==> config.mk <==
export PLATFORM = sky130hd
export DESIGN_NAME = recovery_restore_engine
export DESIGN_NICKNAME = d
export VERILOG_FILES = /design/src/rtl/recovery_restore_engine.sv
export SDC_FILE = /design/constraint.sdc
export NUM_CORES = 1
export LEC_CHECK = 0
export CORE_ASPECT_RATIO = 1.1
export CORE_MARGIN = 3
export CORE_UTILIZATION = 33
export DETAILED_ROUTE_END_ITERATION = 10
export GPL_TIMING_DRIVEN = 0
export PLACE_DENSITY = 0.83
export SLEW_MARGIN = 20
export SYNTH_ARGS = -nofsm -noshare
export SYNTH_HDL_FRONTEND = slang
export SYNTH_SLANG_ARGS = --single-unit
==> constraint.sdc <==
create_clock -name clk -period 2.95 [get_ports clk]
set_input_delay 0.59 -clock clk [delete_from_list [all_inputs] [get_ports clk]]
set_output_delay 0.59 -clock clk [all_outputs]
set_load 0.05 [all_outputs]
==> src/rtl/recovery_restore_engine.sv <==
// Replays recovery-register words x1..LAST_ADDR into the core register file after a TMR collapse.
// Optional RESTORE_CHECKSUM_EN: XOR-checks the replayed words against chk_in and flags chk_err.
module recovery_restore_engine #(
  parameter int ADDR_W    = 5,
  parameter int DATA_W    = 32,
  parameter int LAST_ADDR = 31
) (
  input  logic              clk,
  input  logic              rst_in,
  input  logic              start_in,
  output logic [ADDR_W-1:0] A1,
  input  logic [DATA_W-1:0] RD1,
  output logic              WE3,
  output logic [ADDR_W-1:0] A3,
  output logic [DATA_W-1:0] WD3,
  output logic              core_hold,
  output logic              busy,
  output logic              done,
  input  logic [DATA_W-1:0] chk_in,
  output logic              chk_err
);

  localparam logic [ADDR_W-1:0] FIRST = ADDR_W'(1);
  localparam logic [ADDR_W-1:0] LAST  = ADDR_W'(LAST_ADDR);

  typedef enum logic [1:0] {IDLE, RESTORE, DONE} state_t;

  state_t            state_reg, state_next;
  logic [ADDR_W-1:0] rd_addr_reg;

  always_ff @(posedge clk) begin
    if (rst_in) state_reg <= IDLE;
    else        state_reg <= state_next;
  end

  // start_in is only looked at in IDLE, so requests while busy are dropped
  always_comb begin
    state_next = state_reg;
    case (state_reg)
      IDLE:    if (start_in) state_next = RESTORE;
      RESTORE: if (rd_addr_reg == LAST) state_next = DONE;
      DONE:    state_next = IDLE;
      default: state_next = IDLE;
    endcase
  end

  always_ff @(posedge clk) begin
    if (rst_in) begin
      rd_addr_reg <= FIRST;
      WE3         <= 1'b0;
      A3          <= '0;
      WD3         <= '0;
      done        <= 1'b0;
    end else begin
      WE3  <= 1'b0;
      done <= 1'b0;
      case (state_reg)
        RESTORE: begin
          WE3 <= 1'b1;
          A3  <= rd_addr_reg;
          WD3 <= RD1;
          if (rd_addr_reg != LAST) rd_addr_reg <= rd_addr_reg + FIRST;
        end
        DONE: begin
          done        <= 1'b1;
          rd_addr_reg <= FIRST;
        end
        default: rd_addr_reg <= FIRST;
      endcase
    end
  end

  assign busy      = (state_reg != IDLE);
  assign core_hold = busy;
  assign A1        = (state_reg == RESTORE) ? rd_addr_reg : '0;

`ifdef RESTORE_CHECKSUM_EN
  logic [DATA_W-1:0] acc_reg;
  logic              chk_err_reg;

  // acc already holds every restored word by the time DONE is reached
  always_ff @(posedge clk) begin
    if (rst_in) begin
      acc_reg     <= '0;
      chk_err_reg <= 1'b0;
    end else begin
      case (state_reg)
        RESTORE: acc_reg <= acc_reg ^ RD1;
        DONE: begin
          chk_err_reg <= (acc_reg != chk_in);
          acc_reg     <= '0;
        end
        default: begin
          acc_reg <= '0;
          if (start_in) chk_err_reg <= 1'b0;
        end
      endcase
    end
  end

  assign chk_err = chk_err_reg;
`else
  logic unused_chk;
  assign unused_chk = ^chk_in;
  assign chk_err    = 1'b0;
`endif

endmodule

==> out/qor.yml, run 1 <==
sta:
  setup_tns_ps: 0
  worst_slack_ps: 392
  min_period_ps: 2560
  rsz0062_at_grt: "no"
  slew_viol_final: 0
  relSlewSlack_pct: 56.7
  fin_worst_skew_ps: 3.53
  worst_pin_slew_ps: 650
  final.period_utilization_pct: 86.7
  setup_violations: 0
  max_freq_ghz: 0.391
  finalHoldViolations: 0
floorplan:
  initial_core_util_pct: 34.2
  ios: 114
  rows: 28
  die_area_sq_um: 6570
  die_width_microns: 77.5
  core-area_sq_um: 5430
  die-height_microns: 84.7
global_route:
  grt-busiest-layer: "met2"
  grt_use_met3_pct: 7.19
  grt_max_degree: 14
  gr-total-overflow: 0
  antenna_found_initial: 0
  grt_pass1_vias: 1580
  use_met2_pct: 22.6
  grt_pass1_wl_microns: 7250
  gr-usage-met1_pct: 15.5
  grt_util_all_layers_pct: 13.7
logic_synthesis:
  ys_seq_area_share_pct: 49.6
  synth_top_area_share_pct: 49.6
  yosysMostFrequentCell: "nand2_1"
  synth_nets: 273
  synth_edf_count: 0
  yosys_warnings: 0
  ys_ff_latch: 46
  synth_area_sq_um: 1860
  synthAdderAreaFrac_pct: 1.35
  syn_avg_cell_area_sq_um: 9.11
  synth_compound_area_share_pct: 16.0
  synth-simple-area-share_pct: 20.7
  synth_top_family_by_area: "simple AND/OR/NAND/NOR gates"
  async_flop_share_pct: 0
  synth_area_leaders: "dfxtp_1 (50%), nand2_1 (15%), a21oi_2 (14%)"
  netlist_instances: 204
  netlist_top_cells_count: "nand2_1 (75), dfxtp_1 (46), a21oi_2 (30)"
  synth_xor_area_share_pct: 1.41
  synth.area.mux_share_pct: 1.62
  yosysTopAreaCell: "dfxtp_1"
  synth_ff_type: "dfxtp_1"
  synth_cell_types: 27
cells_and_area:
  largest_reg_flops: 32
  area_growth_pct: 51.9
  num-nets-final: 359
  fillers: 548
  drive_gt1_share_pct: 20.0
  antenna_cells: 0
placed_design:
  routabilityCongestion: 0.730
  dp_hpwl_microns: 3270
  portBuffers: 79
  dp_slack_ps: 707
cts:
  tritoncts: "yes"
  clk_latency_ps: 300
  cts_hold_buf: 0
  path_clk_slew_ps: 80
  cts_root_buf: "clkbuf_8"
  clock_path_buffers: 2
  post_cts_buffers: 0
  cts_buffers: 5
  cts_resized: 0
  ctsHtreeMaxLevel: 2
  cts.sinks: 46
detailed_routing:
  wirelength_microns: 4360
  ant_nets: 0
  via_count: 1585
  drc_errors: 0
  wl_per_cell_microns: 12.0
  routed_via_density: 4.34
  drt_pass1_iterations: 2
  drt_iter0_drc: 52
critical_path:
  cp_max_fo: 10
  max_stage_delay_ps: 820
  worstPathRequired_ps: 2360
  critical_path_class: "reg2out"
  critical-path-slowest-cell: "clkdlybuf4s50_1"
  arrival_ps: 1970
  path_cells: "and2b_4 > buf_12 > nand2_1 > inv_1 > clkdlybuf4s50_1"
  cp-start-kind: "register"
  end_kind: "primary output"
  critical_path_buf_inv_count: 3
  critPathTopFamily: "buffers and inverters"
status:
  outcome: "completed"
power:
  leakagePower_nw: 1.05
  peakVddDrop_uv: 253
  power_per_cell_area_nw_per_um2: 481
run:
  drv_cap: 0
worst_hold_path:
  hold_class: "reg2reg"
[power breakdown]
group          total (mW)  switching, mW  internal, mW
Combinational       0.330          0.195         0.135
Clock               0.361          0.202         0.159
Sequential          0.666         0.0161         0.650
[metal layers]
layer	share of wire (%)	vias to the layer above
li1	-	813
met1	42	701
met2	45	65
met3	12	6
met4	0.83	0
met5	0	-
[worst paths after layout]
path,start,to,slack (ps),depth (start not counted)
hold / removal,A3[4]$_SDFFE_PP0P_,A3[4]$_SDFFE_PP0P_,460,2
setup reg to reg,rd_addr_reg[0]$_SDFFE_PP1P_,rd_addr_reg[3]$_SDFFE_PP0P_,1270,7
setup / recovery,state_reg[1]$_SDFFE_PP0P_,A1[0],390,5
hold reg to reg,A3[4]$_SDFFE_PP0P_,A3[4]$_SDFFE_PP0P_,460,2
[metrics by stage]
stage	power, mW	hold WS, ps	cell area [sq um]	util [%]	cells
floorplan	0.889	436	1860	-	204
global placement	1.01	443	2740	50.5	358
detailed placement	1.01	445	2740	50.5	358
CTS	1.37	457	2820	52.0	365
global route	1.43	486	2820	52.0	365
finish	1.36	457	2820	52.0	365
[kinds of logic after synthesis]
| family | Yosys count |
|---|---|
| AND/OR/NAND/NOR | 89 |
| buffers and inverters | 23 |
| multiplexers | 3 |
| flip-flops | 46 |
| other | 1 |
| XOR/XNOR | 3 |
| adder cells (fa/ha/maj) | 2 |
| AO/OA/AOI/OAI | 37 |
[area by class of cell]
| cell class | count | area (sq um) | area share [%] |
|---|---|---|---|
| sequential | 46 | 921 | 32.6 |
| timing repair buffer | 79 | 791 | 28.0 |
| multi-input combinational | 135 | 767 | 27.2 |
| buffer | 17 | 148 | 5.23 |
| tap | 75 | 93.8 | 3.33 |
| clock buffer | 5 | 68.8 | 2.44 |
| inverter | 6 | 22.5 | 0.798 |
| clock inverter | 2 | 10.0 | 0.355 |
[tightest hold or removal path: cells and delay by family (launching register included)]
family           cells  cell delay, ps
AND/OR/NAND/NOR      1              50
AO/OA/AOI/OAI        1              50
flip-flops           1             320
[placed cells by master (no fill, tap or decap), types with 2 or more instances in the layout]
| cell type | instances |
|---|---|
| buf_2 | 3 |
| buf_6 | 2 |
| nor3_1 | 3 |
| nand2_1 | 75 |
| dfxtp_1 | 46 |
| a21oi_2 | 30 |
| nor3_2 | 3 |
| mux2i_1 | 3 |
| inv_1 | 6 |
| clkinv_2 | 2 |
| buf_4 | 7 |
| ha_1 | 2 |
| clkbuf_8 | 5 |
| buf_8 | 2 |
| a21oi_1 | 7 |
| xor2_1 | 2 |
| clkdlybuf4s50_1 | 79 |
Note: power is estimated with default switching activity, not from simulation.
==> inputs of run 2 (changes only) <==
==> constraint.sdc (replaced) <==
create_clock -name clk -period 2.8 [get_ports clk]
set_input_delay 0.56 -clock clk [delete_from_list [all_inputs] [get_ports clk]]
set_output_delay 0.56 -clock clk [all_outputs]
set_load 0.05 [all_outputs]
==> results of run 2 <==
The final DEF is identical to that of run 1. Status: completed.
Among the figures that moved: setup slack after placement 707 ps -> 587 ps; setup slack after layout 392 ps -> 272 ps; register-to-register setup slack 1270 ps -> 1120 ps; total power 1.36 mW -> 1.43 mW; worst IR drop on VDD 253 uV -> 266 uV
==> RTL edit 1 (config.mk and constraints of run 2) <==
Add a define of `RESTORE_CHECKSUM_EN`.
--- a/src/rtl/recovery_restore_engine.sv
+++ b/src/rtl/recovery_restore_engine.sv
@@ -1,5 +1,7 @@
 // Replays recovery-register words x1..LAST_ADDR into the core register file after a TMR collapse.
 // Optional RESTORE_CHECKSUM_EN: XOR-checks the replayed words against chk_in and flags chk_err.
+`define RESTORE_CHECKSUM_EN
+
 module recovery_restore_engine #(
   parameter int ADDR_W    = 5,
   parameter int DATA_W    = 32,
Function: same outputs for any inputs over 10 cycles, from zero or initial values and one cycle with rst_in high; that may be too few to reach the edited logic, so the function may still have changed.
==> RTL edit 1 against run 2 <==
- hold slack worse by 0.0028 ns
- final area up 62%
- sequential cell count up 33
- area after synthesis up 66%
- clock power up 140%
- critical path depth down 2
- global-route usage up 3.3 points
- setup slack better by 0.10 ns
- wire length up 100%
- utilization down 0.91 points
- total power up 82%
- critical path type unchanged
- largest power group unchanged
==> RTL edit 1: results (changes against run 2) <==
Placed design
  – I/O Buffers: 113 (+43%)
  – Pre-CTS setup slack: 0.450 ns (-0.137 ns)
  – GP Congestion: 0.815 (+12%)
  – DP Wirelength: 6.80 mm (+110%)

Clock tree
  – Clk_lat worst skew: 0.35 ns (+0.05 ns)
  – Post-CTS setup repair buffer count: 0 (unchanged)
  – Clock-pin slew on the worst setup and hold paths: 0.08 ns (about the same)
  – CTS buffer count: 9 (+4)
  – CTS Root Cell: clkbuf_8
  – H-tree Lvls: 3 (+1)

Timing
  – Skew final: 0.00738 ns (+0.00385 ns)
  – Final Hold Vio Count: 0 (unchanged)
  – Hold Worst Slack: 0.454 ns (-0.00276 ns)
  – Worst Tran Pin Value: 0.550 ns (-0.0993 ns)
  – Tmin final: 2.42 ns (-0.105 ns)

Global route
  – Initial antenna violation count: 0 (unchanged)
  – First-pass GRT wire length: 13.6 mm (+88%)
  – Vias in the first global route: 2758 (+75%)
  – Pin count of the biggest net entering global routing: 14 (unchanged)
  – Gr usage total: 0.170 (+0.0333)
  – Gr ovfl total: 0 (unchanged)

Cells and area
  – N_diodes: 0 (unchanged)
  – Filler Cells Inserted: 817 (+49%)
  – Nets: 541 (+51%)
  – Share of layout cells above drive strength 1: 0.0566 (-0.143)

Critical path
  – Family with the most delay on the worst path: buffers and inverters
  – R2R Setup Slk: 1.11 ns
  – CP endpoint: core_hold
  – RR Startpoint: acc_reg[3]$_SDFF_PP0_
  – Critical Path Max Stage Delay: 0.71 ns (-0.11 ns)
  – Worst setup startpoint: state_reg[1]$_SDFFE_PP0P_
  – Critical Path Slowest Stage Cell: clkdlybuf4s50_1
  – RR Endpoint: chk_err$_SDFFE_PP0P_
  – Critical Path AT: 1.86 ns (-0.11 ns)
  – Worst Path Buf+Inv: 2 (-1)
  – CP max FO: 5 (-5)
  – Worst r2r path cells: 5 (-2)

Hold path
  – Worst Hold Launch: WD3[6]$_SDFFE_PP0N_
  – Worst Hold End: WD3[6]$_SDFFE_PP0N_
  – Hold Crit Depth: 2 (unchanged)
  – Hold WC Path Type: register to register

Detailed routing
  – Vias per cell: 4.47 (+2.8%)
  – First-pass detailed-route iteration total: 4 (+2)
  – Post-Route WL: 8.77 mm (+100%)
  – Initial DRC Count: 79 (+52%)

Pwr
  – Clock network fraction of design power: 0.352 (+0.086)
  – Leakage power: 1.81 nW (+72%)
  – Seq pwr: 1.21 mW (+72%)
  – Seq pwr share: 0.465 (-0.026)
  – VDD IR max: 0.242 mV (-9.1%)
  – Switching share of total power: 0.273 (-0.0313)

Logic synthesis
  – Most area-consuming cells after synthesis: dfxtp_1, xnor2_1, nand2_1
  – Seq/Total Area, Yosys: 0.514 (+0.0184)
  – Synth async-reset ratio: 0 (unchanged)
  – Synth warn: 0 (unchanged)
  – Top cells by count, synth: dfxtp_1, nand2_1, xnor2_1, nor2_1, a21oi_1
  – Cell variety after synth: 21 (-22%)
  – Post-Syn Nets: 417 (+53%)

Run status
  – Outcome: finished, final reports clean
-- RTL edit 1: layout make-up --
type | count | area (sq um) | share of cell area
well taps | 114 | 143 | 0.0312
inverters | 7 | 26.3 | 0.00574
clock inverters | 6 | 85.1 | 0.0186
repair buffers | 113 | 1140 | 0.250
flip-flops and latches | 79 | 1580 | 0.346
plain buffers | 17 | 80.1 | 0.0175
multi-input cells | 245 | 1390 | 0.304
clock buffers | 10 | 128 | 0.0279
-- RTL edit 1: timing repair --
item / 4_1_cts / 5_1_grt
gates resized for setup: 0 / 5
endpoints found under the hold margin: 0 / 0
hold buffers: 0 / 0
setup endpoints to repair: 0 / 5
-- RTL edit 1: metal layers --
| layer | up-vias | share of wire | track usage |
|---|---|---|---|
| met1 | 1203 | 0.42 | 0.191 |
| met5 | - | 0 | 0 |
| met3 | 17 | 0.055 | 0.0454 |
| li1 | 1347 | - | - |
| met4 | 0 | 0.033 | 0.0959 |
| met2 | 72 | 0.49 | 0.290 |
-- RTL edit 1: worst register-to-register path: stages, from the launching register on --
cell and delay [ns]:
dfxtp_1 0.33, xor2_1 0.17, nor4_1 0.49, nand4_1 0.15, nor4_1 0.30, a221oi_1 0.11
-- RTL edit 1: kinds of logic (layout without fill, tap and decap cells) --
kind of cell | after synthesis | in the layout | synth area share
xor+xnor | 67 | 67 | 0.191
mux | 3 | 3 | 0.00976
flops | 79 | 79 | 0.514
simple gates | 135 | 135 | 0.180
compound gates | 38 | 38 | 0.0630
buf+inv | 24 | 153 | 0.0346
fa+ha+maj | 2 | 2 | 0.00813
-- RTL edit 1: per-stage QoR --
| stage | area [sq um] | cells |
|---|---|---|
| finish | 4580 | 591 |
| global route | 4580 | 591 |
| CTS | 4560 | 591 |
| detailed placement | 4350 | 575 |
| global placement | 4350 | 575 |
| floorplan | 3080 | 348 |
==> RTL edit 2 (flow settings as in run 2) <==
Made on the original files. Encoding of `state_t`: now one-hot (3 bits for 3 states).
--- a/src/rtl/recovery_restore_engine.sv
+++ b/src/rtl/recovery_restore_engine.sv
@@ -23,7 +23,7 @@
   localparam logic [ADDR_W-1:0] FIRST = ADDR_W'(1);
   localparam logic [ADDR_W-1:0] LAST  = ADDR_W'(LAST_ADDR);
 
-  typedef enum logic [1:0] {IDLE, RESTORE, DONE} state_t;
+  typedef enum logic [2:0] {IDLE = 3'b001, RESTORE = 3'b010, DONE = 3'b100} state_t;
 
   state_t            state_reg, state_next;
   logic [ADDR_W-1:0] rd_addr_reg;
Check against the original RTL: no difference found for any inputs over 10 cycles, from zero or initial values and one cycle with rst_in high; not proved beyond that.
==> RTL edit 2 against run 2 <==
- critical path depth fell by 2
- critical path type unchanged
- largest cell class is now flip-flops and latches
- critical endpoint is now core_hold
- setup slack improved by 0.036 ns
- final area fell by 4.2%
- area after synthesis fell by 6.9%
- clock skew fell by 0.0015 ns
- final cell count fell by 3.8%
- wire length fell by 2.9%
- highest routed layer unchanged
- sequential cell count rose by 1
Power is not compared: it rests on default switching activity, and its combinational part moved more than twofold at a synthesized area within 25%.
==> RTL edit 2: results (changes against run 2) <==
Run status
  – Outcome: finished, final reports clean

Detailed routing
  – Initial DRC Count: 59 (+13%)
  – First-pass detailed-route iteration total: 4 (+2)
  – Avg WL per Cell: 12.1 um (+0.96%)

Timing
  – Relative slew slack: 0.648 (+0.0811)
  – Skew final: 0.00206 ns (-0.00147 ns)
  – Hold Worst Slack: 0.456 ns (-0.000772 ns)

Global route
  – Vias in the first global route: 1460 (-7.6%)
  – Gr usage total: 0.138 (+0.000922)

Placed design
  – GP Congestion: 0.791 (+8.4%)
  – DP Cell Count: 344 (-3.9%)
  – DP Wirelength: 3.19 mm (-2.4%)
  – Pre-CTS setup slack: 0.412 ns (-0.174 ns)
  – I/O Buffers: 80 (+1.3%)

Die
  – Placeable Area: 5030 sq um (-7.3%)

Logic synthesis
  – Post-Syn Nets: 275 (+0.73%)
  – Seq/Total Area, Yosys: 0.544 (+0.0485)
  – Syn Inst Count: 206 (+0.98%)

Critical path
  – R2R Setup Slk: 1.18 ns (+0.06 ns)
  – CP max FO: 5 (-5)

Cells and area
  – Multi-In Gates: 137 (+1.5%)
  – Non-CTS inverters: 7 (+1)
  – Non-clock buffers: 95 (-1.0%)
  – Clock buffer count: 6 (+1)
  – Num sequential: 47 (+2.2%)
  – Multi-input gate area in the final layout: 657 sq um (-14%)
  – Signal buf overhead: 0.340 (+0.00722)
  – Share of layout cells above drive strength 1: 0.0580 (-0.142)

Hold path
  – Worst Hold Launch: A3[1]$_SDFFE_PP0N_
RTL edit 2: cell types whose count changed in the layout (fill, tap and decap cells not counted), sizes merged, moves of 2 or more:
cell / change
nor2: +3
nor3: -6
dlymetal6s2s: +5
clkdlybuf4s50: -4
clkbuf: +6
buf: -7
or3b: +2
RTL edit 2: worst max path at each step:
stage / start / end / slack (ns) / cells past startpoint
detailed placement: state_reg[1]$_SDFFE_PP0P_ / A1[1] / 0.41 / 5
global placement: state_reg[1]$_SDFFE_PP0P_ / A1[0] / 0.44 / 5
CTS: state_reg[1]$_SDFFE_PP0P_ / A1[1] / 0.04 / 5
global route: state_reg[0]$_SDFFE_PP1P_ / core_hold / 0.23 / 3
finish: state_reg[0]$_SDFFE_PP1P_ / core_hold / 0.31 / 3
floorplan: state_reg[0]$_SDFFE_PP1P_ / core_hold / 1.01 / 2
RTL edit 2: cells by family after synthesis:
group,Yosys count,synth area share
fa+ha+maj,2,0.0145
flops,47,0.544
buf+inv,22,0.0760
simple gates,90,0.222
xor+xnor,3,0.0152
mux,2,0.0116
other cells,1,0.00217
compound gates,39,0.114
RTL edit 2: timing repair:
action | CTS | global route
gates resized for setup | 0 | 5
hold buffers | 0 | 0
endpoints found under the setup margin | 0 | 5
RTL edit 2: critical path, cell delays in order, from the launching register on:
cell and delay [ns]:
dfxtp_1 0.40, or3b_1 0.40, buf_4 0.15, clkdlybuf4s50_1 0.69
RTL edit 2: routing by layer:
| layer | track usage | vias to the layer above | routed length, um | share of wire |
|---|---|---|---|---|
| met5 | 0 | - | 0 | 0 |
| met4 | 0.0534 | 0 | 81 | 0.019 |
| met3 | 0.0318 | 8 | 216 | 0.051 |
| met2 | 0.233 | 46 | 2140 | 0.50 |
| met1 | 0.168 | 718 | 1800 | 0.42 |
| li1 | - | 822 | - | - |
